--- config.mk ---
export PLATFORM = sky130hd
export DESIGN_NAME = multi_edge_detector
export DESIGN_NICKNAME = d
export VERILOG_FILES = /design/src/rtl/multi_edge_detector.sv
export SDC_FILE = /design/constraint.sdc
export NUM_CORES = 1
export LEC_CHECK = 0
export ABC_AREA = 1
export BUFFER_PORTS_ARGS = -buffer_cell sky130_fd_sc_hd__buf_2
export CAP_MARGIN = 5
export CORE_MARGIN = 8
export CORE_UTILIZATION = 50
export DETAILED_ROUTE_END_ITERATION = 12
export GPL_ROUTABILITY_DRIVEN = 0
export GPL_TIMING_DRIVEN = 0
export PLACE_DENSITY_LB_ADDON = 0.3
export SLEW_MARGIN = 20
export SYNTH_ARGS = -nofsm -noshare
export SYNTH_HDL_FRONTEND = slang
export SYNTH_SLANG_ARGS = --single-unit
--- constraint.sdc ---
create_clock -name clk -period 1.1 [get_ports clk]
set_input_delay 0.11 -clock clk [delete_from_list [all_inputs] [get_ports clk]]
set_output_delay 0.11 -clock clk [all_outputs]
set_load 0.1 [all_outputs]
--- src/rtl/multi_edge_detector.sv ---
// Multi-channel input conditioner: per-channel synchroniser, stability filter,
// mode-selected rise/fall edge pulse and sticky W1C pending flag.
module multi_edge_detector #(
  parameter int unsigned NUM_CH      = 4,
  parameter int unsigned SYNC_STAGES = 2,
  parameter int unsigned FILTER_LEN  = 3,
  parameter logic        RESET_LEVEL = 1'b1
) (
  input  logic                clk,
  input  logic                rst,
  input  logic [NUM_CH-1:0]   line_i,
  input  logic [2*NUM_CH-1:0] mode_i,
  input  logic [NUM_CH-1:0]   clr_i,
  output logic [NUM_CH-1:0]   level_o,
  output logic [NUM_CH-1:0]   edge_o,
  output logic [NUM_CH-1:0]   pending_o,
  output logic                any_edge_o
);

  localparam int unsigned    CW       = $clog2(FILTER_LEN + 1);
  localparam logic [CW-1:0]  CNT_LAST = CW'(FILTER_LEN - 1);

  logic [NUM_CH-1:0][SYNC_STAGES-1:0] sync_q;
  logic [NUM_CH-1:0][CW-1:0]          cnt_q;
  logic [NUM_CH-1:0]                  prev_q;
  logic [NUM_CH-1:0]                  s;

  always_comb begin
    s = '0;
    for (int unsigned i = 0; i < NUM_CH; i++) begin
      s[i] = sync_q[i][SYNC_STAGES-1];
    end
  end

  always_ff @(posedge clk or posedge rst) begin
    if (rst) begin
      sync_q    <= {(NUM_CH*SYNC_STAGES){RESET_LEVEL}};
      cnt_q     <= '0;
      level_o   <= {NUM_CH{RESET_LEVEL}};
      prev_q    <= {NUM_CH{RESET_LEVEL}};
      edge_o    <= '0;
      pending_o <= '0;
    end else begin
      for (int unsigned i = 0; i < NUM_CH; i++) begin
        // An X/Z pad value makes both compares unknown, so stage 1 keeps its value.
        if ((line_i[i] == 1'b0) || (line_i[i] == 1'b1)) begin
          sync_q[i][0] <= line_i[i];
        end
        sync_q[i][SYNC_STAGES-1:1] <= sync_q[i][SYNC_STAGES-2:0];

        if (s[i] == level_o[i]) begin
          cnt_q[i] <= '0;
        end else if (cnt_q[i] == CNT_LAST) begin
          level_o[i] <= s[i];
          cnt_q[i]   <= '0;
        end else begin
          cnt_q[i] <= cnt_q[i] + 1'b1;
        end

        prev_q[i]    <= level_o[i];
        edge_o[i]    <= (level_o[i] & ~prev_q[i] & mode_i[2*i]) |
                        (~level_o[i] & prev_q[i] & mode_i[2*i+1]);
        // A new edge takes priority over a same-cycle clear.
        pending_o[i] <= edge_o[i] | (pending_o[i] & ~clr_i[i]);
      end
    end
  end

  assign any_edge_o = |edge_o;

endmodule

# --- Yosys cells after proc, flatten, opt, wreduce, memory -nomap -nowiden ---
# Cells that the tools add are included.
word_totals:
  regBits: 32
  in_bits: 18
op_classes:
  mux: 8
  addsub: 4
  n_bitwise: 44
  n_eq_ne: 8
  reduce_logical: 5
ops:
  columns: ["cell", "n"]
  rows:
  - ["$and 1x1->1", 20]
  - ["$mux 2", 8]
  - ["$not 1->1", 16]
  - ["$add 2x1->2 const B", 4]
  - ["$eq 2x2->1 const B", 4]
  - ["$or 1x1->1", 8]
  - ["$reduce_and 2->1", 4]
  - ["$eq 1x1->1", 4]
  - ["$reduce_or 4->1", 1]

# --- Longest topological paths before layout ---
depth:
  ltp_word: 4
  mapped_depth: 5
  ltp_nobuf: 5

# --- Least setup slack after synthesis ---
# Ideal clock, no wire load.
synth_timing:
  path_type: "register -> output"
  start: "register edge_o[2]"
  end: "output any_edge_o"
  t_arrival_ps: 1838
  slack_ps: -848
  required_ps: 990
  path_stages_with_launch: 3
  cell_sequence: "dfrtp_1 > inv_1 > nand4_1"
synth_between:
  elab_chain_cells: 1
synth_rtl:
  columns: ["item", "line", "text"]
  rows:
  - ["start: declaration", "15", "output logic [NUM_CH-1:0] edge_o,"]
  - ["start signal: indexed assignment", "61", "edge_o[i] <= (level_o[i] & ~prev_q[i] & mode_i[2*i]) |"]
  - ["$reduce_or 4->1", "69", "assign any_edge_o = |edge_o;"]
  - ["end: declaration", "17", "output logic any_edge_o"]
# Every way passes these cells.

# --- Final worst setup path ---
layout_timing:
  start: "register edge_o[3]"
  end: "output any_edge_o"
# Same word-level chain as after synthesis.

==> run metrics <==
Starting Density about half; # rows 18; top post-synthesis cells by area dfstp_2 35%, dfrtp_1 33%, nand2_1 9.9%; CTS clk-pin slew, worst paths ~90 ps; CTS tree yes; crit path time final roughly 1400 ps; max_slew headroom approximately three fifths; vias in the first global route just over 1000; share of post-route cells with drive strength above 1 roughly 50%; # DRC 0; Commonest cells post-synth 32 x nand2_1, 25 x inv_1, 16 x dfrtp_1, 16 x dfstp_2, 12 x nor2_1; Post-synth top flop dfstp_2; Yosys cell types 10; wire length per cell approximately 13 um; final wirelength roughly 2900 um; Antenna diodes 0; Area growth syn-to-layout 57.54%; initial antenna violation count 0; worst-path maximum fanout 2; Critical Path RT 990 ps; top-count cell post-synth nand2_1; status finished, violations left; Hold Path Class input pin to register; synthesized area between 1000 and 1500 sq um; Crit. End Element output pin; cell area after layout between 1500 and 2000 sq um; clk sinks 32; die width between 60 and 70 um; Avg Cell Area, Syn between 9 and 10 sq um; via count a little under 1000; Gate Count Post-Synth roughly 130; largest net degree at the start of global routing 33; clk root buf clkbuf_4; first-pass GRT wire length roughly 4400 um; total gr overflow 0; failing checks setup timing; Final Worst Setup Slack -263.2 ps; CTS max path bufs 2; area leader, netlist dfstp_2; Final Skew 12.30 ps; final hold vios 0; DIE AREA 4253 sq um; count of flip-flops with a built-in enable after synthesis 0; period utilisation layout 123.9%; crit path launch type register; RSZ-0062 raised after global routing true; First-pass DRT Iterations 4; antenna viol nets, final 0; sequential area share after synthesis between 60% and 70%; Yosys top cell area share a little over a third; Crit Path Class register to output pin; Synthesized Nets around 140; flops & latches, synth 32; Initial DRC Count 40; Critical Path AT ~1300 ps; Skew-Pair Late Insertion Delay approximately 320 ps; via density per instance 4.593; HPWL after DPL between 1500 and 2000 um; total of max-cap violations 0; Final setup viols 9; maximum clock rate 733.6 MHz; DP Worst Slack -226.2 ps; Yosys warning total 0; worst slew pin tran roughly 620 ps; # nets final 201; number of max-slew violations in the final report 0; Cell Area, Placed 1454 sq um; Num CTS Buffers 5; io pins 31; fraction of registers with async set or reset after synthesis 100.0%; Die Span Y about 65 um; IO buf count 30; core area approximately 2400 sq um; H-tree Lvls 2; gr usage total 13.54%
cells in the final DEF, fill, tap and decap left out, types with 2 or more instances in the layout:
| cell | netlist | routed |
|---|---|---|
| buf_6 | 0 | 9 |
| inv_4 | 0 | 3 |
| dfstp_4 | 0 | 4 |
| buf_12 | 0 | 6 |
| buf_4 | 0 | 2 |
| nand2_1 | 32 | 28 |
| o21ai_0 | 4 | 4 |
| dfrtp_2 | 0 | 4 |
| nand2_4 | 0 | 2 |
| nand3_1 | 8 | 8 |
| clkbuf_8 | 0 | 2 |
| inv_2 | 4 | 5 |
| dfstp_2 | 16 | 12 |
| buf_2 | 0 | 18 |
| nor2_1 | 12 | 10 |
| buf_8 | 0 | 2 |
| inv_1 | 25 | 20 |
| nand2_2 | 8 | 10 |
| dfrtp_1 | 16 | 8 |
| dfrtp_4 | 0 | 4 |
| clkbuf_4 | 0 | 5 |
| dlygate4sd3_1 | 0 | 13 |
sequential cells by signal, indices dropped and copies added (netlist names):
name       count
cnt_q          8
edge_o         4
level_o        4
pending_o      4
prev_q         4
s              4
sync_q         4
path summary, 6_finish.rpt:
path	start	endpoint	slack, ps	depth (start not counted)
worst max-delay path	edge_o[3]	any_edge_o	-260	3
worst max register to register	level_o[1]	cnt_q[2]	30	5
max in group asynchronous	rst	edge_o[2]	210	3
min in group asynchronous	rst	pending_o[1]	420	3
worst min-delay path	mode_i[5]	edge_o[2]	30	3
worst min register to register	sync_q[2]	s[1]	360	0
layout make-up:
class,count,area (sq um)
inverters,29,121.4
multi-input cells,65,311.5
clock inverters,1,30.03
clock buffers,7,65.06
well taps,30,37.54
repair buffers,50,486.7
fillers,125,479.2
flip-flops and latches,32,855.8
metal layers:
metal	routed length, um	GRT usage [%]	share of wire [%]	up-vias
li1	-	-	-	481
met1	1094	13.45	38	470
met2	1581	23.99	55	27
met3	149	5.102	5.2	5
met4	40	7.084	1.4	0
met5	0	0	0	-
worst max-delay path, cell delays in order, from the launching register on:
cell and delay, ps:
dfrtp_4 490, inv_2 70, nand4_1 150, buf_8 220
kinds of logic after synthesis:
kind of cell / Yosys count / synth area share, %
simple gates: 61 / 21.59
flops: 32 / 67.77
buf+inv: 29 / 8.987
compound gates: 4 / 1.653
timing repair:
action	4_1_cts	5_1_grt
buffers inserted	5	2
endpoints found under the setup margin	13	23
gates resized for setup	33	17
endpoints found under the hold margin	12	16
pin swaps	0	3
hold buffers	12	1
through the flow:
| step | util [%] | instances | hold slack, ps | setup TNS (ps) |
|---|---|---|---|---|
| global placement | 60.90 | 186 | 214.6 | -1709 |
| floorplan | - | 126 | 114.5 | -609.2 |
| finish | 79.93 | 214 | 25.32 | -1304 |
| detailed placement | 60.90 | 186 | 216.2 | -2423 |
| global route | 79.93 | 214 | 24.89 | -1674 |
| CTS | 76.31 | 211 | 1.536 | -1231 |
Power is not shown: default switching activity piles up to over one toggle a cycle in this logic, so the estimate is an artifact.
